### src/rtl/lc4_regfile_sb.sv
// LC4 register file with a per-register busy scoreboard, write-to-read
// forwarding and a registered count of in-flight producers.
module lc4_regfile_sb #(
    parameter int n      = 16,
    parameter int r      = 3,
    parameter int BYPASS = 1
) (
    input  logic         clk,
    input  logic         rst,
    input  logic         gwe,
    input  logic [r-1:0] i_rs,
    output logic [n-1:0] o_rs_data,
    output logic         o_rs_busy,
    input  logic [r-1:0] i_rt,
    output logic [n-1:0] o_rt_data,
    output logic         o_rt_busy,
    input  logic [r-1:0] i_rd,
    input  logic [n-1:0] i_wdata,
    input  logic         i_rd_we,
    input  logic         i_alloc,
    input  logic [r-1:0] i_alloc_rd,
    input  logic         i_flush,
    output logic [r:0]   o_busy_count,
    output logic         o_stall
);

    localparam int NREG = 1 << r;

    logic [n-1:0]    regs [NREG];
    logic [NREG-1:0] busy;
    logic [NREG-1:0] busy_nxt;
    logic [r:0]      busy_count;
    logic [r:0]      count_nxt;
    logic            rs_hit;
    logic            rt_hit;
    logic            alloc_clear;

    // Priority: write clears, allocate sets, flush clears everything.
    always_comb begin
        // NOTE: every combinational output gets a default first so no latch is inferred.
        busy_nxt = busy;
        if (gwe) begin
            if (i_rd_we) busy_nxt[i_rd] = 1'b0;
            if (i_alloc) busy_nxt[i_alloc_rd] = 1'b1;
            if (i_flush) busy_nxt = '0;
        end
    end

    always_comb begin
        count_nxt = '0;
        for (int i = 0; i < NREG; i++) begin
            count_nxt = count_nxt + (r+1)'(busy_nxt[i]);
        end
    end

    always_ff @(posedge clk or negedge rst) begin
        if (!rst) begin
            // NOTE: the register array is reset too, since reads must return 0 after reset.
            for (int i = 0; i < NREG; i++) begin
                regs[i] <= '0;
            end
            busy       <= '0;
            busy_count <= '0;
        end else if (gwe) begin
            // NOTE: sequential state uses non-blocking assignments only.
            if (i_rd_we) regs[i_rd] <= i_wdata;
            busy       <= busy_nxt;
            busy_count <= count_nxt;
        end
    end

    always_comb begin
        rs_hit = (BYPASS != 0) && gwe && i_rd_we && (i_rd == i_rs);
        rt_hit = (BYPASS != 0) && gwe && i_rd_we && (i_rd == i_rt);

        o_rs_data = rs_hit ? i_wdata : regs[i_rs];
        o_rt_data = rt_hit ? i_wdata : regs[i_rt];
        o_rs_busy = busy[i_rs] & ~rs_hit;
        o_rt_busy = busy[i_rt] & ~rt_hit;

        // A WAW hazard is only real if the old producer is not retiring this edge.
        alloc_clear = gwe && (i_flush || (i_rd_we && (i_rd == i_alloc_rd)));
        o_stall     = o_rs_busy | o_rt_busy | (i_alloc & busy[i_alloc_rd] & ~alloc_clear);
    end

    assign o_busy_count = busy_count;

endmodule

### config.mk
export PLATFORM = sky130hd
export DESIGN_NAME = lc4_regfile_sb
export DESIGN_NICKNAME = d
export VERILOG_FILES = /design/src/rtl/lc4_regfile_sb.sv
export SDC_FILE = /design/constraint.sdc
export NUM_CORES = 1
export LEC_CHECK = 0
export CORE_MARGIN = 2
export CORE_UTILIZATION = 45
export DETAILED_ROUTE_END_ITERATION = 10
export PLACE_DENSITY_LB_ADDON = 0.12
export SYNTH_ARGS = -nofsm -noshare
export SYNTH_HDL_FRONTEND = slang
export SYNTH_SLANG_ARGS = --single-unit
export TNS_END_PERCENT = 50
### constraint.sdc
create_clock -name clk -period 6.7 [get_ports clk]
set_input_delay 2.01 -clock clk [delete_from_list [all_inputs] [get_ports clk]]
set_output_delay 2.01 -clock clk [all_outputs]
set_load 0.01 [all_outputs]
After elaboration in Yosys (flattened, before gate mapping)
Cells that the tools add are included.
{ "totals": {"reg_bits": 140, "latchBits": 0, "ram_bits": 0, "mem_bits_ro": 0, "inputBits": 34, "output_inout_bits": 39, "n_memories": 0} }
{ "classes": {"n_addsub": 7, "n_mul": 0, "div_mod_pow": 0, "n_lt_le_gt_ge": 10, "n_eq_ne": 3, "shift": 0, "mux": 26, "bitwise": 15, "n_reduce_logical": 10} }
{ "op_table": {"columns": ["op", "n"], "rows": [
  ["128-bit bitwise mux", 1],
  ["16-bit 2-to-1 mux", 7],
  ["16-bit binary-select mux with 3-bit select", 2],
  ["16-bit demux with 3-bit select", 1],
  ["8-bit 2-to-1 mux", 5],
  ["4-bit by 1-bit adder with 4-bit output", 4],
  ["3-bit by 4-bit less-than comparator with 1-bit output, second input constant", 4],
  ["4-bit >= comparator, second input constant", 3],
  ["3-bit NOT with 4-bit output", 3],
  ["1-bit binary-select mux with 3-bit select", 3],
  ["3-bit == test", 3],
  ["8-bit bitwise AND", 1],
  ["1-bit logical AND", 8],
  ["8-bit NOT", 1],
  ["8-bit OR", 1],
  ["1-bit demux with 3-bit select", 2],
  ["3-bit by 1-bit >= comparator with 1-bit output, second input constant", 2],
  ["1-bit 2-to-1 mux", 5],
  ["3-bit by 1-bit adder with 4-bit output", 1],
  ["1-bit bitwise AND", 4],
  ["4-bit by 1-bit less-than comparator with 1-bit output, second input constant", 1],
  ["2-bit by 1-bit adder with 3-bit output", 1],
  ["1-bit NOT", 3],
  ["1-bit by 1-bit adder with 2-bit output", 1],
  ["other kinds (3)", 4]
]} }

Longest topological paths before layout
{ "depth": {"depth_word": 19, "ltp_mapped": 16} }

Least setup slack after synthesis
No wires, ideal clock.
{ "synth_path": {"kind": "input -> register", "start": "in i_rd[0]", "end": "reg busy_count[2], in the netlist o_busy_count[2]", "setup_time_ns": 0.125, "t_arrival_ns": 5.671, "t_required_ns": 6.575, "setup_slack_ns": 0.904, "stages": 16, "path_buffers": 3, "path_cell_list": "buf_4 -> or4_1 -> buf_2 -> buf_6 -> a22oi_1 -> nor2_1 -> fa_1 -> inv_1 -> fa_1 -> inv_1 -> fa_1 -> ha_1 -> inv_1 -> fa_1 -> xnor2_1 -> mux2_2"} }
{ "synth_via": {"elab_chain_cells": 19, "elab_cells_between_ends": 20, "cone_classes": "add/sub: 7; order compare: 2; mux: 7; bitwise: 3; reduce/logical: 1"} }
{ "synth_rtl": {"columns": ["element", "line", "source"], "rows": [
  ["from (decl)", "17", "input logic [r-1:0] i_rd,"],
  ["3-bit by 4-bit less-than comparator with 1-bit output (implied by the code) / 3-bit by 1-bit >= comparator with 1-bit output (equally long branches)", "43", "if (i_rd_we) busy_nxt[i_rd] = 1'b0;"],
  ["1-bit logical AND (implied by the code)", "43", null],
  ["1-bit 2-to-1 mux (implied by the code)", "43", null],
  ["1-bit demux with 3-bit select *", "43", null],
  ["8-bit NOT (no source line) *", null, null],
  ["8-bit bitwise AND (no source line) *", null, null],
  ["8-bit 2-to-1 mux *", "43", null],
  ["8-bit 2-to-1 mux *", "42", "if (gwe) begin"],
  ["8-bit OR (no source line)", null, null],
  ["8-bit 2-to-1 mux *", "44", "if (i_alloc) busy_nxt[i_alloc_rd] = 1'b1;"],
  ["8-bit 2-to-1 mux *", "45", "if (i_flush) busy_nxt = '0;"],
  ["8-bit 2-to-1 mux *", "42", null],
  ["named net busy_nxt[0]", "31", "logic [NREG-1:0] busy_nxt;"],
  ["1-bit by 1-bit adder with 2-bit output *", "52", "count_nxt = count_nxt + (r+1)'(busy_nxt[i]);"],
  ["2-bit by 1-bit adder with 3-bit output *", "52", null],
  ["3-bit by 1-bit adder with 4-bit output *", "52", null],
  ["4-bit by 1-bit adder with 4-bit output * (4 in a row)", "52", null],
  ["to (signal assigned)", "68", "busy_count <= count_nxt;"],
  ["to (decl)", "32", "logic [r:0] busy_count;"]
]} }
The timed path passes the listed nets; every way through them passes the cells marked *. The select of a mux whose other input is x is not followed.
A chain may end at the register's enable or synchronous reset.

Final worst setup path
{ "layout_path": {"start": "in i_rt[2]", "end": "out o_stall"} }
{ "layout_via": {"elab_chain_cells": 6, "elab_cells_between_ends": 8, "cone_classes": "eq/ne: 1; mux: 2; bitwise: 4; reduce/logical: 1"} }
{ "layout_rtl": {"columns": ["element", "line", "source"], "rows": [
  ["from (decl)", "14", "input logic [r-1:0] i_rt,"],
  ["parallel branches: the longest is 3 deep, another holds 1-bit binary-select mux with 3-bit select", null, null],
  ["1-bit bitwise AND *", "79", "o_rt_busy = busy[i_rt] & ~rt_hit;"],
  ["1-bit OR * (2 in a row)", "83", "o_stall = o_rs_busy | o_rt_busy | (i_alloc & busy[i_alloc_rd] & ~alloc_clear);"],
  ["to (decl)", "24", "output logic o_stall"]
]} }
Every way passes the cells marked *. The select of a mux whose other input is x is not followed.

==> impl_metrics.json <==
{
  "status": "finished clean",
  "first_pass_iters": 5,
  "synthesis.area_mm2": 0.008209,
  "numCtsBuffers": 17,
  "crit_path_top_delay_cell": "a2111oi_0",
  "syn_to_final_growth_pct": 18.38,
  "drive_gt1_share_pct": 40.15,
  "synthCells": 595,
  "synthFlopType": "dfrtp_1",
  "placedCellCount": 864,
  "core_mm2": 0.01790,
  "grt_pass1_vias": 5695,
  "period_share_pct": 94.51,
  "cts_hold_buf": 0,
  "critPathLaunchType": "input port",
  "h-tree-depth": 4,
  "arrival_ps": 4320,
  "synth_cell_type_count": 47,
  "fin_worst_skew_ps": 9.138,
  "numClockSinks": 140,
  "antenna_found_initial": 0,
  "ios": 73,
  "synth_fa_ha_area_share_pct": 1.433,
  "grt_first_pass_wirelength_um": 32800,
  "timing.hold.ws_ps": 512.2,
  "synth_top_family_by_area": "multiplexers",
  "finalHoldViolCount": 0,
  "max_stage_delay_ps": 660,
  "place_congestion": 0.8925,
  "tightest_slew_ps": 956.9,
  "fp-row-count": 49,
  "rsz0062_at_grt": "false",
  "path_common_cell": "clkdlybuf4s50_1",
  "synth.largest_area_cell": "dfrtp_1",
  "synth_seq_area_share_pct": 42.68,
  "crit_required_ps": 4690,
  "die-area_mm2": 0.01934,
  "synth-compound-area-share_pct": 4.862,
  "cts_resized": 0,
  "dieHeight_um": 139.1,
  "setup_ws_ps": 367.5,
  "antenna_cells": 0,
  "netlist.area_leader.share_pct": 42.68,
  "clk_pin_slew_ps": 60,
  "vias": 5254,
  "yosys.area_share.simple_pct": 4.405,
  "port_buffers": 72,
  "final_area_mm2": 0.009718,
  "max_freq_ghz": 0.1579,
  "cts_tree": "built",
  "critical_path.top_delay_family": "buffers and inverters",
  "drc": 0,
  "setup_viol": 0,
  "drt-total-wl_um": 20570,
  "die_width_um": 139.1,
  "grt_overflow_total": 0,
  "yosys-mux-area-fraction_pct": 41.34,
  "worstHoldPathCells": 1,
  "cp_num_buf_inv": 3,
  "drv_cap": 0,
  "num-nets-final": 695,
  "cp_cell_sequence": "clkdlybuf4s50_1 -> buf_4 -> a2111oi_0 -> a2111oi_2 -> a311o_1 -> clkdlybuf4s50_1",
  "yosys_warnings": 0,
  "initial_core_util_pct": 45.86,
  "p_per_area_mw_per_mm2": 290.1,
  "worstPathMaxFanout": 13,
  "dp_hpwl_um": 12940,
  "drt.antenna.violating_nets": 0,
  "vias_per_cell": 5.877,
  "syn_nets": 636,
  "synth_edf_count": 0,
  "p_leak_nw": 4.013,
  "maxSlewHeadroom_pct": 36.21,
  "synth.area.top_cells": "dfrtp_1 43%, mux4_2 19%, mux2_2 17%",
  "cts_setup_buffers": 0,
  "grt_util_all_layers_pct": 22.35,
  "rr_worst_depth": 13,
  "cp_num_cells": 6,
  "synthArstFlopShare_pct": 100.0,
  "fin_crit_ps": 6332,
  "wl_per_cell_um": 23.01,
  "min_path_type": "reg2reg",
  "end_kind": "output port",
  "finalMaxSlewViolations": 0,
  "ctsLongestPathBuffers": 2,
  "yosys.area_share.xor_xnor_pct": 1.067,
  "power_mw": 2.819,
  "utilization_pct": 54.28,
  "worst-setup-path-type": "in2out",
  "ys_ff_latch": 140,
  "setup_tns_ps": 0,
  "clk_latency_ps": 410,
  "instances_no_fill": 894,
  "dpl_worst_slack_ps": 373.8,
  "drtIter0Drc": 353,
  "dpl_cell_area_mm2": 0.009159,
  "syn-mean-instance-area_um2": 13.80,
  "peakVddDrop_v": 0.0002012,
  "grt_max_degree": 101,
  "cts-root-buf": "clkbuf_16"
}
cell type report:
type | instances | area, um2
fillers | 1478 | 8184
multi-input cells | 384 | 4377
flip-flops and latches | 140 | 3503
repair buffers | 99 | 947.2
clock buffers | 23 | 467.9
well taps | 229 | 286.5
clock inverters | 7 | 91.34
inverters | 12 | 45.04
placed cells by master (no fill, tap or decap), types with 2 or more instances in the layout:
| cell type | synthesis | final |
|---|---|---|
| nor4_4 | 0 | 2 |
| mux4_2 | 68 | 68 |
| or3_1 | 2 | 2 |
| clkbuf_8 | 0 | 2 |
| buf_12 | 0 | 3 |
| mux2_4 | 9 | 9 |
| xnor2_1 | 4 | 4 |
| a2111oi_0 | 2 | 2 |
| clkbuf_16 | 0 | 17 |
| ha_1 | 3 | 3 |
| bufinv_16 | 0 | 2 |
| a22oi_1 | 2 | 2 |
| o22ai_1 | 2 | 2 |
| clkinv_2 | 0 | 3 |
| a21oi_1 | 5 | 5 |
| nand2_1 | 39 | 39 |
| buf_2 | 26 | 3 |
| inv_1 | 12 | 12 |
| fa_1 | 4 | 4 |
| buf_4 | 9 | 24 |
| mux2_2 | 123 | 123 |
| nor2_1 | 10 | 10 |
| clkdlybuf4s50_1 | 0 | 68 |
| nor3b_1 | 2 | 2 |
| nand2b_1 | 2 | 2 |
| a21boi_0 | 2 | 2 |
| a2111oi_2 | 2 | 2 |
| dfrtp_1 | 140 | 140 |
| o21ai_0 | 39 | 39 |
| mux2i_1 | 33 | 33 |
| nor2b_1 | 3 | 3 |
| nor3_2 | 2 | 2 |
| clkbuf_1 | 16 | 4 |
| xor2_1 | 6 | 6 |
| o211a_1 | 3 | 3 |
state kept, by name, summed over array words and instances, names as in the netlist:
name          flops
regs            128
o_busy_count      4
busy              8
worst reg2reg max path, delay by kind of cell, from the launching register on:
kind,cells,cell delay (ps)
xor+xnor,1,130
buf+inv,3,150
mux,1,250
fa+ha+maj,5,1990
simple gates,1,110
compound gates,2,380
flops,1,410
worst paths after layout:
kind                                 start              end  slack [ps]
max                                i_rt[2]          o_stall         370
min                        o_busy_count[2]  o_busy_count[2]         510
max reg2reg                        busy[3]  o_busy_count[2]        3180
min reg2reg                o_busy_count[2]  o_busy_count[2]         510
max in group asynchronous              rst         regs[76]        3910
min in group asynchronous              rst        regs[112]        1680
synth_stat cells (all sizes together) (2+ instances only):
cell	count
mux2	133
nand2b	2
o21ai	39
a2111oi	4
buf	38
or3	2
clkbuf	21
mux4	68
mux2i	33
nor3	2
ha	3
dfrtp	140
nor2	10
a21oi	5
nor4	2
a21boi	2
o211a	3
inv	12
xnor2	4
nand2	40
a22oi	2
xor2	6
fa	4
o22ai	2
nor3b	3
nor2b	3
routing by layer:
metal / part of all wire [%] / GRT usage, % / vias to the layer above / wire length [um]
met5: 0 / 0 / - / 0
li1: - / - / 2343 / -
met4: 1.2 / 6.805 / 0 / 246
met2: 50 / 36.19 / 126 / 10220
met3: 3.9 / 4.213 / 20 / 807
met1: 45 / 30.95 / 2765 / 9301
cell families after synthesis:
group / Yosys count
muxes: 234
DFF: 140
buffers and inverters: 71
and+or+nand+nor: 69
AOI/OAI and AO/OA: 64
xor gates and xnor gates: 10
adders and majority gates: 7
power by group:
group | total (mW) | switching [mW] | internal (mW)
Combinational | 0.753 | 0.277 | 0.476
Clock | 0.906 | 0.344 | 0.562
Sequential | 1.16 | 0.129 | 1.03
Power figures use the tool's default switching activity.
